### config.mk
export PLATFORM = sky130hd
export DESIGN_NAME = ext_pipe
export DESIGN_NICKNAME = d
export VERILOG_FILES = /design/src/rtl/ext_pkg.sv /design/src/rtl/ext_core.sv /design/src/rtl/ext_pipe.sv
export SDC_FILE = /design/constraint.sdc
export NUM_CORES = 1
export LEC_CHECK = 0
export BUFFER_PORTS_ARGS = -buffer_cell sky130_fd_sc_hd__buf_2
export CAP_MARGIN = 20
export CORE_MARGIN = 2
export CORE_UTILIZATION = 35
export DETAILED_ROUTE_END_ITERATION = 7
export HOLD_SLACK_MARGIN = 0.12
export SLEW_MARGIN = 20
export SYNTH_ARGS = -nofsm -noshare
export SYNTH_HDL_FRONTEND = slang
export SYNTH_HIERARCHICAL = 1
export SYNTH_SLANG_ARGS = --single-unit
### constraint.sdc
create_clock -name clk -period 2.8 [get_ports clk]
set_input_delay 0.56 -clock clk [delete_from_list [all_inputs] [get_ports clk]]
set_output_delay 0.56 -clock clk [all_outputs]
set_load 0.005 [all_outputs]
### src/rtl/ext_pkg.sv
// rtl/ext_pkg.sv - shared op and occupancy-state encodings for the extender pipe
package ext_pkg;

    localparam logic [2:0] EXT_SEXT = 3'd0;
    localparam logic [2:0] EXT_ZEXT = 3'd1;
    localparam logic [2:0] EXT_LUI  = 3'd2;
    localparam logic [2:0] EXT_LB   = 3'd3;
    localparam logic [2:0] EXT_LBU  = 3'd4;
    localparam logic [2:0] EXT_LH   = 3'd5;
    localparam logic [2:0] EXT_LHU  = 3'd6;
    localparam logic [2:0] EXT_PASS = 3'd7;

    localparam logic [1:0] ST_EMPTY = 2'd0;
    localparam logic [1:0] ST_ONE   = 2'd1;
    localparam logic [1:0] ST_TWO   = 2'd2;

endpackage

### src/rtl/ext_core.sv
// rtl/ext_core.sv - combinational immediate / load-data extender
module ext_core
    import ext_pkg::*;
#(
    parameter int OUT_W  = 32,
    parameter int IMM_W  = 16,
    parameter int LANE_W = $clog2(OUT_W/8)
) (
    input  logic [2:0]        op,
    input  logic [IMM_W-1:0]  imm,
    input  logic [OUT_W-1:0]  word,
    input  logic [LANE_W-1:0] addr_lo,
    output logic [OUT_W-1:0]  data,
    output logic              misalign
);

    logic [LANE_W+2:0] w_shamt;
    logic [15:0]       w_half;
    logic [7:0]        w_byte;

    // Little-endian: shifting the selected lane down to bit 0 yields both byte and halfword.
    assign w_shamt = {addr_lo, 3'b000};
    assign w_half  = 16'(word >> w_shamt);
    assign w_byte  = w_half[7:0];

    always_comb begin
        data     = '0;
        misalign = 1'b0;
        case (op)
            EXT_SEXT: data = {{(OUT_W-IMM_W){imm[IMM_W-1]}}, imm};
            EXT_ZEXT: data = {{(OUT_W-IMM_W){1'b0}}, imm};
            EXT_LUI:  data = {imm, {(OUT_W-IMM_W){1'b0}}};
            EXT_LB:   data = {{(OUT_W-8){w_byte[7]}}, w_byte};
            EXT_LBU:  data = {{(OUT_W-8){1'b0}}, w_byte};
            // An odd offset also covers the halfword that would cross the top of the word.
            EXT_LH: begin
                if (addr_lo[0]) misalign = 1'b1;
                else            data = {{(OUT_W-16){w_half[15]}}, w_half};
            end
            EXT_LHU: begin
                if (addr_lo[0]) misalign = 1'b1;
                else            data = {{(OUT_W-16){1'b0}}, w_half};
            end
            default:  data = word;
        endcase
    end

endmodule

### src/rtl/ext_pipe.sv
// rtl/ext_pipe.sv - valid/ready extender stage with a 2-entry skid buffer
module ext_pipe
    import ext_pkg::*;
#(
    parameter int OUT_W  = 32,
    parameter int IMM_W  = 16,
    parameter int LANE_W = $clog2(OUT_W/8)
) (
    input  logic              clk,
    input  logic              reset,
    input  logic              in_valid,
    output logic              in_ready,
    input  logic [2:0]        in_op,
    input  logic [IMM_W-1:0]  in_imm,
    input  logic [OUT_W-1:0]  in_word,
    input  logic [LANE_W-1:0] in_addr_lo,
    output logic              out_valid,
    input  logic              out_ready,
    output logic [OUT_W-1:0]  out_data,
    output logic              out_misalign
);

    logic [OUT_W-1:0] w_core_data;
    logic             w_core_mis;
    logic             w_in_fire;
    logic             w_out_fire;
    logic [1:0]       w_next_state;

    logic [1:0]       r_state;
    logic             r_in_ready;
    logic [OUT_W-1:0] r_out_data;
    logic             r_out_mis;
    logic [OUT_W-1:0] r_skid_data;
    logic             r_skid_mis;

    ext_core #(
        .OUT_W (OUT_W),
        .IMM_W (IMM_W)
    ) u_core (
        .op       (in_op),
        .imm      (in_imm),
        .word     (in_word),
        .addr_lo  (in_addr_lo),
        .data     (w_core_data),
        .misalign (w_core_mis)
    );

    assign in_ready     = r_in_ready;
    assign out_valid    = (r_state != ST_EMPTY);
    assign out_data     = r_out_data;
    assign out_misalign = r_out_mis;
    assign w_in_fire    = in_valid && r_in_ready;
    assign w_out_fire   = out_valid && out_ready;

    always_comb begin
        w_next_state = r_state;
        case (r_state)
            ST_EMPTY: if (w_in_fire) w_next_state = ST_ONE;
            ST_ONE: begin
                if (w_in_fire && !w_out_fire)      w_next_state = ST_TWO;
                else if (!w_in_fire && w_out_fire) w_next_state = ST_EMPTY;
            end
            ST_TWO:   if (w_out_fire) w_next_state = ST_ONE;
            default:  w_next_state = ST_EMPTY;
        endcase
    end

    // in_ready is registered from the next state so out_ready never reaches it combinationally.
    always_ff @(posedge clk) begin
        if (reset) begin
            r_state     <= ST_EMPTY;
            r_in_ready  <= 1'b0;
            r_out_data  <= '0;
            r_out_mis   <= 1'b0;
            r_skid_data <= '0;
            r_skid_mis  <= 1'b0;
        end else begin
            r_state    <= w_next_state;
            r_in_ready <= (w_next_state != ST_TWO);
            case (r_state)
                ST_EMPTY: begin
                    if (w_in_fire) begin
                        r_out_data <= w_core_data;
                        r_out_mis  <= w_core_mis;
                    end
                end
                ST_ONE: begin
                    if (w_in_fire && w_out_fire) begin
                        r_out_data <= w_core_data;
                        r_out_mis  <= w_core_mis;
                    end else if (w_in_fire) begin
                        r_skid_data <= w_core_data;
                        r_skid_mis  <= w_core_mis;
                    end
                end
                ST_TWO: begin
                    if (w_out_fire) begin
                        r_out_data <= r_skid_data;
                        r_out_mis  <= r_skid_mis;
                    end
                end
                default: ;
            endcase
        end
    end

endmodule
# --- Yosys cells after proc, flatten, opt, wreduce, memory -nomap -nowiden ---
# Index checks and enable logic that the tools add are counted.
op_classes:
  n_addsub: 0
  mul: 0
  div_mod_pow: 0
  magnitude_cmp: 0
  n_eq_ne: 12
  shift: 1
  mux: 18
  bitwise_logic: 1
  reduce_logical: 14
op_table:
  columns: ["op", "n"]
  rows:
  - ["case mux 32 bit (7 select lines)", 1]
  - ["2-to-1 mux 32 bit", 4]
  - ["case mux 32 bit (3 select lines)", 1]
  - ["right shift 32 x 5 -> 16 bit", 1]
  - ["2-to-1 mux 16 bit", 1]
  - ["== test 3 bit (second input constant)", 3]
  - ["2-to-1 mux 2 bit", 4]
  - ["inequality test 2 bit (second input constant)", 4]
  - ["== test 3 x 2 -> 1 bit (second input constant)", 2]
  - ["case mux 2 bit (3 select lines)", 1]
  - ["logical AND 1 bit", 5]
  - ["2-to-1 mux 1 bit", 5]
  - ["AND reduction 4 bit", 1]
  - ["== test 3 x 1 -> 1 bit (second input constant)", 1]
  - ["logical NOT 3 bit", 1]
  - ["case mux 1 bit (3 select lines)", 1]
  - ["AND reduction 3 bit", 1]
  - ["nonzero test 3 bit", 1]
  - ["== test 2 x 1 -> 1 bit (second input constant)", 1]
  - ["== test 2 bit (second input constant)", 1]
  - ["logical NOT 1 bit", 2]
  - ["logical NOT 2 bit", 1]
  - ["nonzero test 2 bit", 1]
  - ["OR reduction 2 bit", 1]
  - ["NOT 1 bit", 1]
word_totals:
  ff_bits: 69
  latchBits: 0
  mem_bits_rw: 0
  romBits: 0
  input_bits: 57
  output_inout_bits: 35
  word_cells: 52
  n_memories: 0

# --- Longest topological paths before layout ---
logic_depth:
  depth_word: 7
  ltp_mapped: 9
  mapped_depth_nobuf: 7

# --- Modules after synthesis ---
# The synthesis kept the hierarchy.
by_module_without_submodules:
  columns: ["module", "instances", "cells_each", "area_each_um2", "seq_area_each_um2"]
  rows:
  - ["ext_pipe", 1, 307, 2952.8, 1381.3]
  - ["ext_core", 1, 158, 1071.0, 0.0]

# --- Least setup slack after synthesis ---
# No wires, ideal clock.
synth_path:
  kind: "input port to flip-flop"
  start: "input port in_addr_lo[1]"
  end: "register r_out_data[16] (netlist: out_data[16])"
  setup_time_ns: 0.128
  t_arrival_ns: 2.104
  required_time_ns: 2.672
  slack_ns: 0.568
  path_stages: 9
  path_buffers: 2
  cell_sequence: "buf_6 -> mux2i_4 -> o22ai_2 -> a211oi_4 -> buf_6 -> a21oi_2 -> mux2_1 -> mux2i_1 -> nor2_1"
synth_via:
  elab_chain_cells: 5
  word_cells_on_any_way: 6
  classes_between: "shift (1); mux (5)"
synth_rtl:
  columns: ["element", "line_no", "source"]
  rows:
  - ["from (decl)", "ext_pipe.sv:16", "input logic [LANE_W-1:0] in_addr_lo,"]
  - ["right shift 32 x 5 -> 16 bit (*)", "ext_core.sv:23", "assign w_half = 16'(word >> w_shamt);"]
  - ["2-to-1 mux 32 bit", "ext_core.sv:37", "if (addr_lo[0]) misalign = 1'b1;"]
  - ["case mux 32 bit (7 select lines) (*)", "ext_core.sv:29", "case (op)"]
  - ["net w_core_data[16]", "ext_pipe.sv:23", "logic [OUT_W-1:0] w_core_data;"]
  - ["2-to-1 mux 32 bit (on tied branches)", "ext_pipe.sv:88, ext_pipe.sv:82", null]
  - ["case mux 32 bit (3 select lines) (*)", "ext_pipe.sv:80", "case (r_state)"]
  - ["to (signal assigned)", "ext_pipe.sv:83", "r_out_data <= w_core_data;"]
  - ["to (signal assigned)", "ext_pipe.sv:89", "r_out_data <= w_core_data;"]
  - ["to (signal assigned)", "ext_pipe.sv:98", "r_out_data <= r_skid_data;"]
  - ["to (decl)", "ext_pipe.sv:31", "logic [OUT_W-1:0] r_out_data;"]
# Mark *: on every way through the listed nets, which the timed path passes. The rest lies on a longest branch. The select of a mux whose other input is x is not followed.
# A chain may end at the register's enable or synchronous reset.

# --- Worst setup path after layout ---
layout_path:
  start: "input port in_addr_lo[1]"
  end: "register r_out_data[14] (netlist: out_data[14])"
layout_via:
  elab_chain_cells: 5
  word_cells_on_any_way: 7
  classes_between: "shift (1); mux (6)"
layout_rtl:
  columns: ["element", "line_no"]
  rows:
  - ["right shift 32 x 5 -> 16 bit (*)", "ext_core.sv:23"]
  - ["2-to-1 mux 16 bit / 2-to-1 mux 32 bit (equally long branches)", "ext_core.sv:41, ext_core.sv:37"]
  - ["case mux 32 bit (7 select lines) (*)", "ext_core.sv:29"]
  - ["net w_core_data[14]", "ext_pipe.sv:23"]
  - ["2-to-1 mux 32 bit (on tied branches)", "ext_pipe.sv:88, ext_pipe.sv:82"]
  - ["case mux 32 bit (3 select lines) (*)", "ext_pipe.sv:80"]
# Marks and branches as above.

==> results.yml <==
route:
  wl_met2_mm: 5.428
  drt-met1-wl_mm: 5.310
  drtPass1Iterations: 4
  drtAntennaViolNets: 0
  wl_per_cell_um: 16.79
  vias: 3558
  wirelength_mm: 11.57
  highest_layer: "met4"
  dr_wl_met3_um: 644
  drtIter0Drc: 201
  drcViolationCount: 0
  drt-vias-per-instance: 5.164
clock_tree:
  clkTransAtPathRegs_ns: 0.06
  cts_setup_buffers: 0
  htreeDepth: 3
  clock_latency_ns: 0.33
  cts_made_buffers: 9
  cts_buffer_depth: 2
  clkSinkCount: 69
  cts_hold_buf: 0
  tritoncts: "yes"
  cts_resized: 0
  ctsRootBufferMaster: "clkbuf_16"
setup_path:
  crit_arrival_ns: 2.34
  critPathRequiredTime_ns: 3.01
  startpoint_type: "primary input"
  crit_buf_inv: 1
  path_delay_family: "multiplexers"
  critPathMaxStageDelay_ns: 0.56
  crit_path_frequent_cell: "nor2_1"
  worstSetupPathType: "in2reg"
  worstPathMaxFanout: 7
  crit_chain: "buf_2, mux4_2, nor2_1, or2_1, a21oi_1, mux2_1, mux2i_1, nor2_1"
  critPathCaptureType: "flip-flop"
  cp_slowest_cell: "mux4_2"
yosys:
  ys.flop_type: "dfxtp_1"
  async_reset_ff_frac: 0
  yosysSeqAreaShare: 0.3433
  postSynthCellCount: 465
  ys_top_cells_by_area: "dfxtp_1 (34%), mux2i_1 (8.7%), nand2_1 (8.3%)"
  yosysUniqueCellTypes: 42
  synth_top_area_frac: 0.3433
  netlist_area_um2: 4024
  yosys_warnings: 6
  synth_top_cell_by_area: "dfxtp_1"
  synth.ff_latch_count: 69
  synth.avg_cell_area_um2: 8.653
  syn_nets: 522
  synth_edf_count: 0
power_and_ir_drop:
  power_density_nw_per_um2: 555.8
  irDropWorstVdd_uv: 295.1
  power.leakage_nw: 2.172
sta:
  finClkSkew_ns: 0.006051
  min_period_over_period: 0.7631
  maxSlewViolCount: 0
  period_needed_ns: 2.137
  fmax_mhz: 468.0
  hold_violations: 0
  rsz0062_at_grt: "false"
  final-setup-viol-count: 0
  worstMarginPinSlew_ns: 0.5413
  fin_setup_tns_ns: 0
  slew_headroom: 0.6392
placement:
  port_buffers: 91
  dp_hpwl_mm: 8.443
  place_inst: 673
  gp_congestion: 0.8944
job:
  maxCapViolCount: 0
layout:
  antennaDiodeCount: 0
  syn2layout_area_growth_pct: 20.21
  fin_cells: 689
  final_util: 0.4273
  multi_input_area_um2: 2374
  layout.nets: 598
  final_common_cell: "buf_2"
  seq_area_um2: 1381
  drive_above_1_share: 0.3095
  fill_cells: 1148
  final_cell_mix: "buf_2 (91), nand2_1 (89), nor2_1 (69), dfxtp_1 (69), a21oi_1 (58)"
global_route:
  grt_max_degree: 34
  grt-ovfl-total: 0
  grt_antenna_before_repair: 0
  grtUsageTotal: 0.1898
  grt_pass1_vias: 3520
  grt_first_pass_wirelength_mm: 18.60
status:
  status: "finished clean"
hold_path:
  min_path_type: "reg2reg"
floorplan:
  initial_utilization: 0.3554
  die_x_um: 111.2
  dieArea_um2: 12370
  core_region_area_um2: 11320
  num_rows: 39
  die_h_um: 111.2
  ioPinCount: 92
==> worst paths after layout <==
path              startpoint               to  slack [ns]  cells after the start
max            in_addr_lo[1]     out_data[14]        0.66                      8
min          r_skid_data[20]  r_skid_data[20]        0.45                      2
max reg2reg       r_state[0]     out_data[31]        0.97                      5
min reg2reg  r_skid_data[20]  r_skid_data[20]        0.45                      2
==> worst register-to-register path: cells and delay by family (launching register included) <==
family,cells,cell delay [ns]
multiplexers,2,0.53
buffers and inverters,1,0.26
AND/OR/NAND/NOR,2,0.55
flip-flops,1,0.39
==> Yosys cell counts (all sizes together) (2+ instances only) <==
library cell and instances:
a211oi 2, a21oi 69, a22oi 15, and2 2, buf 25, clkbuf 14, dfxtp 69, mux2 40
mux2i 36, mux4 8, nand2 89, nand2b 3, nand3 3, nand3b 2, nor2 70, nor2b 2
nor3 2, o21ai 2, or2 2
==> through the flow <==
step	worst slack (ns)	cell area, µm²	total power, mW	hold WS (ns)
global route	0.5014	4837	2.802	0.4702
floorplan	0.5681	4024	1.373	0.4322
finish	0.6632	4837	2.689	0.4493
CTS	0.6676	4837	2.714	0.4543
global placement	0.4049	4524	1.517	0.4376
detailed placement	0.3341	4524	1.524	0.4465
==> kinds of logic after synthesis <==
| family | synth area share |
|---|---|
| compound gates | 0.1437 |
| xor+xnor | 0.002177 |
| fa+ha+maj | 0.002798 |
| buf+inv | 0.06779 |
| flops | 0.3433 |
| mux | 0.2587 |
| simple gates | 0.1816 |
==> per-layer routing <==
metal / GRT usage / up-vias
met5: 0 / -
met4: 0.06420 / 0
met3: 0.04538 / 12
met2: 0.3073 / 114
met1: 0.2486 / 1679
li1: - / 1753
==> registers in the layout, indices dropped and copies added, names as in the netlist <==
name          count
r_skid_data      32
r_skid_mis        1
out_misalign      1
r_state           2
out_data         32
in_ready          1
==> power by group <==
group,internal (mW),total (mW),switching (mW)
sequential,1.01,1.03,0.0191
combinational,0.223,0.473,0.249
clock,0.761,1.18,0.421
==> layout make-up <==
class,count,share of cell area
multi-input cells,357,0.4907
flip-flops and latches,69,0.2856
repair buffers,104,0.1221
clock buffers,13,0.05587
well taps,143,0.03699
clock inverters,3,0.008795
Power figures use the tool's default switching activity.
